`src/rtl/regfile_sb.sv`:
```
// regfile_sb: register file with per-entry busy scoreboard and a post-reset clear sweep.
module regfile_sb #(
    parameter int XLEN   = 32,
    parameter int NREG   = 32,
    parameter int BYPASS = 1,
    localparam int AW    = $clog2(NREG)
) (
    input  logic            i_clk,
    input  logic            i_rst,
    input  logic [AW-1:0]   i_rs1_addr,
    input  logic [AW-1:0]   i_rs2_addr,
    output logic [XLEN-1:0] o_rs1_data,
    output logic [XLEN-1:0] o_rs2_data,
    output logic            o_rs1_busy,
    output logic            o_rs2_busy,
    input  logic            i_write_en,
    input  logic [AW-1:0]   i_rd_addr,
    input  logic [XLEN-1:0] i_rd_data,
    input  logic            i_issue_en,
    input  logic [AW-1:0]   i_issue_addr,
    output logic            o_ready
);
    localparam logic [AW-1:0] LAST = AW'(NREG - 1);

    typedef enum logic {CLEAR, RUN} state_t;

    state_t          r_state;
    logic [AW-1:0]   r_cnt;
    logic [NREG-1:0] r_busy;
    logic [XLEN-1:0] r_mem [NREG];

    logic            w_run, w_we, w_iss, w_hit1, w_hit2, w_mem_we;
    logic [AW-1:0]   w_mem_addr;
    logic [XLEN-1:0] w_mem_data;

    assign w_run      = (r_state == RUN) && !i_rst;
    assign w_we       = w_run && i_write_en && i_rd_addr != '0;
    assign w_iss      = w_run && i_issue_en && i_issue_addr != '0;
    assign w_hit1     = BYPASS != 0 && w_we && i_rd_addr == i_rs1_addr;
    assign w_hit2     = BYPASS != 0 && w_we && i_rd_addr == i_rs2_addr;
    // The sweep and writeback share one write port; the sweep owns it outside RUN.
    assign w_mem_we   = !i_rst && (r_state == CLEAR || w_we);
    assign w_mem_addr = r_state == RUN ? i_rd_addr : r_cnt;
    assign w_mem_data = r_state == RUN ? i_rd_data : '0;

    always_ff @(posedge i_clk) begin
        if (w_mem_we)
            r_mem[w_mem_addr] <= w_mem_data;
    end

    always_ff @(posedge i_clk) begin
        if (i_rst) begin
            r_state <= CLEAR;
            r_cnt   <= AW'(1);
            r_busy  <= '0;
        end else if (r_state == CLEAR) begin
            r_cnt   <= r_cnt + 1'b1;
            r_state <= r_cnt == LAST ? RUN : CLEAR;
        end else begin
            if (w_we)
                r_busy[i_rd_addr] <= 1'b0;
            if (w_iss)
                r_busy[i_issue_addr] <= 1'b1;
        end
    end

    assign o_ready    = w_run;
    assign o_rs1_data = (!w_run || i_rs1_addr == '0) ? '0 : w_hit1 ? i_rd_data : r_mem[i_rs1_addr];
    assign o_rs2_data = (!w_run || i_rs2_addr == '0) ? '0 : w_hit2 ? i_rd_data : r_mem[i_rs2_addr];
    assign o_rs1_busy = w_run && i_rs1_addr != '0 && !w_hit1 && r_busy[i_rs1_addr];
    assign o_rs2_busy = w_run && i_rs2_addr != '0 && !w_hit2 && r_busy[i_rs2_addr];
endmodule

```
`config.mk`:
```
export PLATFORM = sky130hd
export DESIGN_NAME = regfile_sb
export DESIGN_NICKNAME = d
export VERILOG_FILES = /design/src/rtl/regfile_sb.sv
export SDC_FILE = /design/constraint.sdc
export NUM_CORES = 1
export LEC_CHECK = 0
export BUFFER_PORTS_ARGS = -buffer_cell sky130_fd_sc_hd__buf_4
export CORE_UTILIZATION = 55
export CTS_BUF_LIST = sky130_fd_sc_hd__clkbuf_4 sky130_fd_sc_hd__clkbuf_8
export DETAILED_ROUTE_END_ITERATION = 6
export PLACE_DENSITY = 0.79
export SLEW_MARGIN = 20
export SYNTH_ARGS = -nofsm -noshare
export SYNTH_HDL_FRONTEND = slang
export SYNTH_SLANG_ARGS = --single-unit
```
`constraint.sdc`:
```
create_clock -name i_clk -period 3.93 [get_ports i_clk]
set_input_delay 0.5895 -clock i_clk [delete_from_list [all_inputs] [get_ports i_clk]]
set_output_delay 0.5895 -clock i_clk [all_outputs]
set_load 0.005 [all_outputs]
```
==> flow_summary.yaml <==
timing:
  min_period_over_period: 0.986
  period_minus_slack_ps: 3870
  setup_tns_ps: 0
  clock_skew_ps: 28.1
  fin_hold_ws_ps: 142
  slew_viol_final: 0
  slew_headroom: 0.250
  max_slew.worst_pin.slew_ps: 1120
  layout_setup_ws_ps: 56.1
  final-setup-viol-count: 0
  rsz0062_at_grt: "false"
  max_freq_mhz: 258
  hold_viol_final: 0
power:
  vdd_drop_max_mv: 0.377
  p_per_area_nw_per_um2: 409
  fin_total_pwr_mw: 23.5
  p_leak_nw: 18.2
placement:
  place_area_um2: 54200
  dp_slack_ps: 327
  gp_congestion: 0.909
  dpl.hpwl_um: 92300
  dp.cells: 3990
  port_buffers: 122
worst_setup_path:
  r2r_cells: 4
  worst-endpoint-required_ps: 3340
  rrSetupSlack_ps: 810
  crit_path_start_kind: "flop"
  arrival_ps: 3280
  r2r_end: "r_mem[6][17]"
  endpoint_kind: "primary output"
  critPathKind: "flop to primary output"
  worstReg2RegStart: "r_state"
  crit_start: "r_state"
  cp_max_fo: 26
clock_network:
  clk_pin_slew_ps: 60
  htreeDepth: 4
  tritoncts: "built"
  cts_root_buf: "clkbuf_8"
  ctsResizeCount: 0
  worst_skew_pair.late_latency_ps: 840
  max-clock-path-buffers: 3
  cts.sinks: 1062
  numCtsBuffers: 164
  hold_buffers: 0
  post_cts_buffers: 0
routing:
  postRouteAntennaNets: 0
  drt_iter0_markers: 5551
  finalWirelength_um: 157000
  route.detailed.drc: 0
  route.vias.total: 32530
  wl_per_cell_um: 36.5
  vias_per_cell: 7.58
  drtPass1Iterations: 6
min_path:
  min_path_type: "input port to flop"
  hold_path_depth: 4
  hold_end: "r_busy[14]"
  hp-start: "i_issue_addr[4]"
yosys:
  netlist_instances: 2722
  ys_async_sr_fraction: 0
  synth_top_cell_by_area: "edfxtp_1"
  synth_seq_cells: 1062
  synth_nets: 2780
  yosys-top-cells-count: "1024 x edfxtp_1, 510 x mux4_2, 182 x mux2i_1"
  synth-edff-count: 1024
  synth_area_per_cell_um2: 18.7
  ys_types: 60
  synth-seq-area-share: 0.621
  yosys-top-cells-area: "edfxtp_1 61%, mux4_2 23%, mux2i_1 3.6%"
  synth_most_common_cell: "edfxtp_1"
  synth_top_area_frac: 0.606
  yosysWarnings: 0
  synth_top_flop_cell: "edfxtp_1"
  syn_area_um2: 50800
finish:
  final_area_um2: 57400
  layout.cells.non_filler: 4290
  syn2layout_area_growth_pct: 13.1
  fillers: 6024
  drive_gt1_frac: 0.371
  fin_nets: 3028
  final_util: 0.627
grt:
  grt_use_total: 0.337
  grt_pass1_vias: 32771
  antenna_found_initial: 2
  grt_max_degree: 87
  grt_pass1_wl_um: 225000
  grt-ovfl-total: 0
floorplanning:
  io_pins: 123
  coreArea_um2: 91500
  rows: 111
  die_area_um2: 93500
  fp.dieW_um: 306
  die_h_um: 306
  initial_core_util: 0.555
status:
  status: "finished, final reports clean"
job:
  cap_violations: 0
==> critical path, stage by stage, from the launching register on <==
cell and delay (ps):
dfxtp_4 490, nor2b_1 250, o211a_1 280, and3_4 360, buf_12 260, a2111oi_0 120
nor3_1 490, buf_4 210
==> flip-flops by register name, indices dropped and copies added (netlist names) <==
| name | cells |
|---|---|
| r_busy | 32 |
| r_mem | 1024 |
| r_state | 1 |
| r_cnt | 5 |
==> logic make-up (layout without fill, tap and decap cells) <==
logic type / after synthesis / in the layout / share of synthesized area
other: 0 / 3 / 0
muxes: 699 / 699 / 0.264
buffers and inverters: 232 / 611 / 0.0250
and+or+nand+nor: 346 / 346 / 0.0331
AOI/OAI and AO/OA: 369 / 369 / 0.0551
DFF: 1062 / 1062 / 0.621
xor gates and xnor gates: 12 / 12 / 0.00207
adders and majority gates: 2 / 2 / 0.000493
==> routing by layer <==
metal  track usage  share of wire
met1         0.437           0.33
met4         0.194          0.064
met5             0              0
met2         0.521           0.47
met3        0.0875           0.14
==> cells in the final DEF, fill, tap and decap left out, types with 31 or more instances in the layout <==
cell type and n:
o22ai_1 35, a21oi_1 46, a221oi_1 65, nor2_4 33
o21bai_1 31, and2_1 33, o21ai_1 39, clkbuf_4 49
buf_12 46, clkbuf_8 174, mux2i_1 182, a22oi_1 39
nor3_1 94, dfxtp_1 37, buf_4 256, clkinv_1 42
mux4_2 510, o21ai_0 35, edfxtp_1 1024, nand2_1 90
==> power breakdown <==
| part | internal, mW | switching (mW) | leakage, nW | total (mW) |
|---|---|---|---|---|
| Combinational | 0.878 | 1.13 | 7.22 | 2.01 |
| Sequential | 12.3 | 0.0509 | 9.27 | 12.4 |
| Clock | 4.76 | 4.34 | 1.69 | 9.10 |
==> worst max path at each step <==
stage / end / slack, ps / depth (start not counted)
after floorplan: r_mem[0][0] / 610 / 6
after global placement: o_rs2_data[14] / 350 / 8
after detailed placement: o_rs2_data[1] / 330 / 9
after CTS: o_rs2_data[1] / 70 / 7
after global routing: o_rs2_data[1] / 40 / 7
final: o_rs2_data[30] / 60 / 7
==> final cells by class <==
class | count | area (um^2) | area share
antenna | 3 | 7.51 | 0.000131
clock buffer | 223 | 2760 | 0.0481
clock inverter | 74 | 428 | 0.00745
inverter | 7 | 27.5 | 0.000479
multi-input combinational | 1428 | 18300 | 0.318
sequential | 1062 | 31500 | 0.549
tap | 1186 | 1480 | 0.0258
timing repair buffer | 307 | 2910 | 0.0508
No activity file was read; power rests on OpenSTA's default activity.
